$ cat config.mk
export PLATFORM = sky130hd
export DESIGN_NAME = serial_adder
export DESIGN_NICKNAME = d
export VERILOG_FILES = /design/src/rtl/serial_adder_pkg.sv /design/src/rtl/serial_adder_full_adder.sv /design/src/rtl/serial_adder.sv
export SDC_FILE = /design/constraint.sdc
export NUM_CORES = 1
export LEC_CHECK = 0
export BUFFER_PORTS_ARGS = -buffer_cell sky130_fd_sc_hd__buf_2
export CORE_MARGIN = 1
export CORE_UTILIZATION = 55
export DETAILED_ROUTE_END_ITERATION = 10
export GPL_TIMING_DRIVEN = 0
export MAX_ROUTING_LAYER = met4
export PLACE_DENSITY = 0.79
export SETUP_SLACK_MARGIN = 0.2
export SYNTH_ARGS = -nofsm -noshare
export SYNTH_HDL_FRONTEND = slang
export SYNTH_SLANG_ARGS = --single-unit
export TNS_END_PERCENT = 20
$ cat constraint.sdc
create_clock -name clk -period 3.4 [get_ports clk]
set_input_delay 0.51 -clock clk [delete_from_list [all_inputs] [get_ports clk]]
set_output_delay 0.51 -clock clk [all_outputs]
set_load 0.005 [all_outputs]
$ cat src/rtl/serial_adder_pkg.sv
// serial_adder_pkg: shared state encoding and width limits for the bit-serial adder
package serial_adder_pkg;
  typedef enum logic [1:0] {IDLE, SHIFT, DONE} sa_state_t;
  localparam int WIDTH_MIN = 2;
  localparam int WIDTH_MAX = 32;
endpackage

$ cat src/rtl/serial_adder_full_adder.sv
// full_adder: single-bit combinational full adder cell
module full_adder (
  input  logic a,
  input  logic b,
  input  logic cin,
  output logic s,
  output logic cout
);
  assign s    = a ^ b ^ cin;
  assign cout = (a & b) | (cin & (a ^ b));
endmodule

$ cat src/rtl/serial_adder.sv
// serial_adder: LSB-first bit-serial adder with registered sum, carry-out and signed overflow
module serial_adder
  import serial_adder_pkg::*;
#(
  parameter int WIDTH = 8
) (
  input  logic             clk,
  input  logic             reset,
  input  logic             start,
  input  logic [WIDTH-1:0] a,
  input  logic [WIDTH-1:0] b,
  output logic             busy,
  output logic             done,
  output logic [WIDTH-1:0] sum,
  output logic             cout,
  output logic             ovf
);
  localparam int CW = $clog2(WIDTH);
  if (WIDTH < WIDTH_MIN || WIDTH > WIDTH_MAX) begin : g_bad_width
    $error("serial_adder: WIDTH out of range");
  end
  sa_state_t        state_q, state_d;
  logic [WIDTH-1:0] a_sr_q, a_sr_d, b_sr_q, b_sr_d, part_q, part_d, sum_q, sum_d;
  logic [CW-1:0]    cnt_q, cnt_d;
  logic             c_q, c_d, cout_q, cout_d, ovf_q, ovf_d;
  logic             fa_s, fa_c, last;
  full_adder u_fa (.a(a_sr_q[0]), .b(b_sr_q[0]), .cin(c_q), .s(fa_s), .cout(fa_c));
  assign last = cnt_q == CW'(WIDTH - 1);
  // next-state: load on accept, one full-adder step per SHIFT edge, latch results on the MSB step
  always_comb begin
    state_d = state_q;
    a_sr_d  = a_sr_q;
    b_sr_d  = b_sr_q;
    part_d  = part_q;
    c_d     = c_q;
    cnt_d   = cnt_q;
    sum_d   = sum_q;
    cout_d  = cout_q;
    ovf_d   = ovf_q;
    case (state_q)
      IDLE: if (start) begin
        a_sr_d  = a;
        b_sr_d  = b;
        c_d     = 1'b0;
        cnt_d   = '0;
        state_d = SHIFT;
      end
      SHIFT: begin
        a_sr_d = a_sr_q >> 1;
        b_sr_d = b_sr_q >> 1;
        part_d = {fa_s, part_q[WIDTH-1:1]};
        c_d    = fa_c;
        cnt_d  = cnt_q + CW'(1);
        if (last) begin
          sum_d   = {fa_s, part_q[WIDTH-1:1]};
          cout_d  = fa_c;
          ovf_d   = c_q ^ fa_c;
          state_d = DONE;
        end
      end
      DONE:    state_d = IDLE;
      default: state_d = IDLE;
    endcase
  end
  // state and datapath registers, cleared asynchronously to abort any operation
  always_ff @(posedge clk or posedge reset) begin
    if (reset) begin
      state_q <= IDLE;
      a_sr_q  <= '0;
      b_sr_q  <= '0;
      part_q  <= '0;
      c_q     <= 1'b0;
      cnt_q   <= '0;
      sum_q   <= '0;
      cout_q  <= 1'b0;
      ovf_q   <= 1'b0;
    end else begin
      state_q <= state_d;
      a_sr_q  <= a_sr_d;
      b_sr_q  <= b_sr_d;
      part_q  <= part_d;
      c_q     <= c_d;
      cnt_q   <= cnt_d;
      sum_q   <= sum_d;
      cout_q  <= cout_d;
      ovf_q   <= ovf_d;
    end
  end
  assign busy = state_q == SHIFT;
  assign done = state_q == DONE;
  assign sum  = sum_q;
  assign cout = cout_q;
  assign ovf  = ovf_q;
endmodule

==> out/results.md <==
| Quantity | Value |
| --- | --- |
| Result of the run | finished clean |
| Worst IR Drop VDD | 565 uV |
| Count of cell types in the netlist | 20 |
| Total of warnings raised by yosys | 0 |
| Remaining antenna violation count | 0 |
| Post-Synthesis Net Count | 167 |
| Crit path setup slack, layout | 1.44 ns |
| Power density cells | 913 nW/um^2 |
| Clock transition at the registers of the reported paths | 0.12 ns |
| Number of buffers on the longest clock path | 2 |
| Post-layout instance area | 2100 um^2 |
| Placed insts | 220 |
| Fillers | 239 |
| Post-placement setup slack | 1.81 ns |
| Number of levels the H-tree was split into | 2 |
| DIE WIDTH | 58.9 um |
| Routed len/inst | 15.0 um |
| Number of buffers inserted by port buffering | 30 |
| GRT Total Usage | 23.7% |
| Max Fclk | 509 MHz |
| Via count of the first global-routing pass | 1283 |
| Clock Sink Count | 39 |
| Via count | 1251 |
| Core Rows | 20 |
| Static leakage | 0.990 nW |
| Post-CTS Setup Repair Bufs | 0 |
| Critical Path Source | state_q[1] |
| Clock tree from TritonCTS | built |
| Max Slew Vio Count | 0 |
| Non-filler cells, final | 228 |
| Placed standard-cell area | 2000 um^2 |
| Critical Path Sink Type | output port |
| Number of buffers created by CTS | 5 |
| Overall overflow remaining after global route | 0 |
| Critical path class | flop to output port |
| Cells resized by post-CTS repair | 0 |
| First-pass GRT wire length | 5.71 mm |
| Worst-Margin Slew | 0.943 ns |
| Netlist area before placement | 1780 um^2 |
| TNS Setup | 0 ns |
| Fraction of layout instances using a drive strength above 1 | 29.9% |
| Number of failing setup endpoints in the final timing report | 0 |
| Startpoint type of the worst setup path | flop |
| Initial core utilization | 58.3% |
| Signed area change from the synthesized netlist to the final layout | 18.3% |
| Total power consumption of the routed design | 1.92 mW |
| Critical Path RT | 2.89 ns |
| Arrival time at the worst endpoint | 1.45 ns |
| Relative max-transition margin | 37.0% |
| Final Skew | 0.00699 ns |
| Ratio of final minimum period to clock period | 57.8% |
| Weighted congestion reported at the end of routability-driven placement | 0.847 |
| DRC violation total after the first TritonRoute iteration | 72 |
| Total wire length | 3.41 mm |
| Largest net degree at the start of global routing | 26 |
| Number of max-capacitance violations reported | 0 |
| Die height | 58.9 um |
| Final Util | 68.9% |
| Min-delay worst type | input pin to async pin |
| Top fanout value on the critical path | 10 |
| Hold buffer count at cts | 0 |
| Total number of nets in the final design | 205 |
| Seq/Total Area, Yosys | 54.9% |
| Die Footprint | 3470 um^2 |
| DP HPWL | 2.48 mm |
| Synthesized area divided by synthesized cell count | 12.3 um^2 |
| DRC violations left | 0 |
| Initial antenna violation count | 0 |
| Core Footprint | 3050 um^2 |
| Average via count per standard cell | 5.49 |
| Final-report hold violation count | 0 |
| Clock latency reported for the late side of the worst-skew pair | 0.35 ns |
| FF+latch count, synth | 39 |
| Count of pins on the block boundary | 31 |
| Hold WS | 0.355 ns |
| Gate count after technology mapping | 145 |
| Worst r2r src | cnt_q[0] |
| Fin crit period | 1.96 ns |
| Pre-antenna DRT Iters | 4 |
| Unrepaired setup endpoints after global routing | no |
| Root buffer selected by CTS | clkbuf_4 |
| Number of diodes added for antenna fixing | 0 |
path summary, 6_finish.rpt:
path | to | slack [ns] | depth (start not counted)
min in group clk | b_sr_q[7] | 0.37 | 2
worst min-delay path | sum[7] | 0.36 | 2
worst min register to register | sum[1] | 0.50 | 1
worst max register to register | sum[5] | 1.81 | 5
worst max-delay path | done | 1.44 | 3
max in group asynchronous | cnt_q[2] | 2.42 | 3
registers in the layout (all words and copies together), names as in the netlist, 2 cells and up:
name / cells
cnt_q: 3
a_sr_q: 8
b_sr_q: 8
part_q: 7
sum: 8
state_q: 2
critical path, cell delays in order, from the launching register on:
cell and delay, ns:
dfrtp_1 0.44, clkbuf_1 0.39, nor2b_1 0.17, buf_2 0.12
cell usage in the layout (no fill, tap or decap), types with 4 or more instances in the layout:
cell	synthesis	layout
inv_1	20	20
nor3b_1	15	15
mux2_1	8	8
mux2_2	8	8
clkbuf_1	4	4
clkbuf_4	0	5
buf_2	5	35
a22o_1	5	5
nor4b_1	14	14
dfrtp_1	39	39
a211oi_1	14	14
power breakdown:
group	total [mW]	internal [mW]	switching [mW]	leakage [nW]
sequential	0.816	0.689	0.128	0.465
clock	0.382	0.229	0.153	0.0514
combinational	0.723	0.373	0.350	0.474
total	1.92	1.29	0.631	0.990
layout make-up:
class                   instances  area [um^2]  area share [%]
plain buffers                  11         55.1            2.62
multi-input cells              75          673            32.0
well taps                      44         55.1            2.62
clock buffers                   5         37.5            1.78
flip-flops and latches         39          976            46.4
inverters                      20         75.1            3.57
clock inverters                 3         67.6            3.21
repair buffers                 31          165            7.85
cell usage after synthesis:
library cell / n / share of area, %
a211oi_1: 14 / 5.9
a21oi_1: 1 / 0.28
a22o_1: 5 / 2.5
buf_2: 5 / 1.4
buf_4: 2 / 0.84
clkbuf_1: 4 / 0.84
dfrtp_1: 39 / 55
fa_1: 1 / 1.1
ha_1: 2 / 1.4
inv_1: 20 / 4.2
mux2_1: 8 / 5.1
mux2_2: 8 / 5.1
mux2i_1: 2 / 1.1
nand3b_1: 1 / 0.42
nor2b_1: 1 / 0.35
nor2b_2: 1 / 0.49
nor3b_1: 15 / 6.3
nor4b_1: 14 / 6.9
o21bai_1: 1 / 0.42
xnor2_1: 1 / 0.49
cell families (layout without fill, tap and decap cells):
kind of cell | after synthesis | in the layout | share of synthesized area (%)
DFF | 39 | 39 | 54.9
buffers and inverters | 31 | 70 | 7.31
muxes | 18 | 18 | 11.3
AOI/OAI and AO/OA | 21 | 21 | 9.07
xor gates and xnor gates | 1 | 1 | 0.492
adders and majority gates | 3 | 3 | 2.53
and+or+nand+nor | 32 | 32 | 14.5
routing by layer:
| metal | routed length [um] | vias up | track usage, % | part of all wire [%] |
|---|---|---|---|---|
| met5 | 0 | - | - | 0 |
| met4 | 85 | 0 | 11.2 | 2.5 |
| met3 | 172 | 9 | 6.15 | 5.0 |
| li1 | - | 586 | - | - |
| met1 | 1440 | 614 | 27.6 | 42 |
| met2 | 1710 | 42 | 38.3 | 50 |
Power figures use the tool's default switching activity.
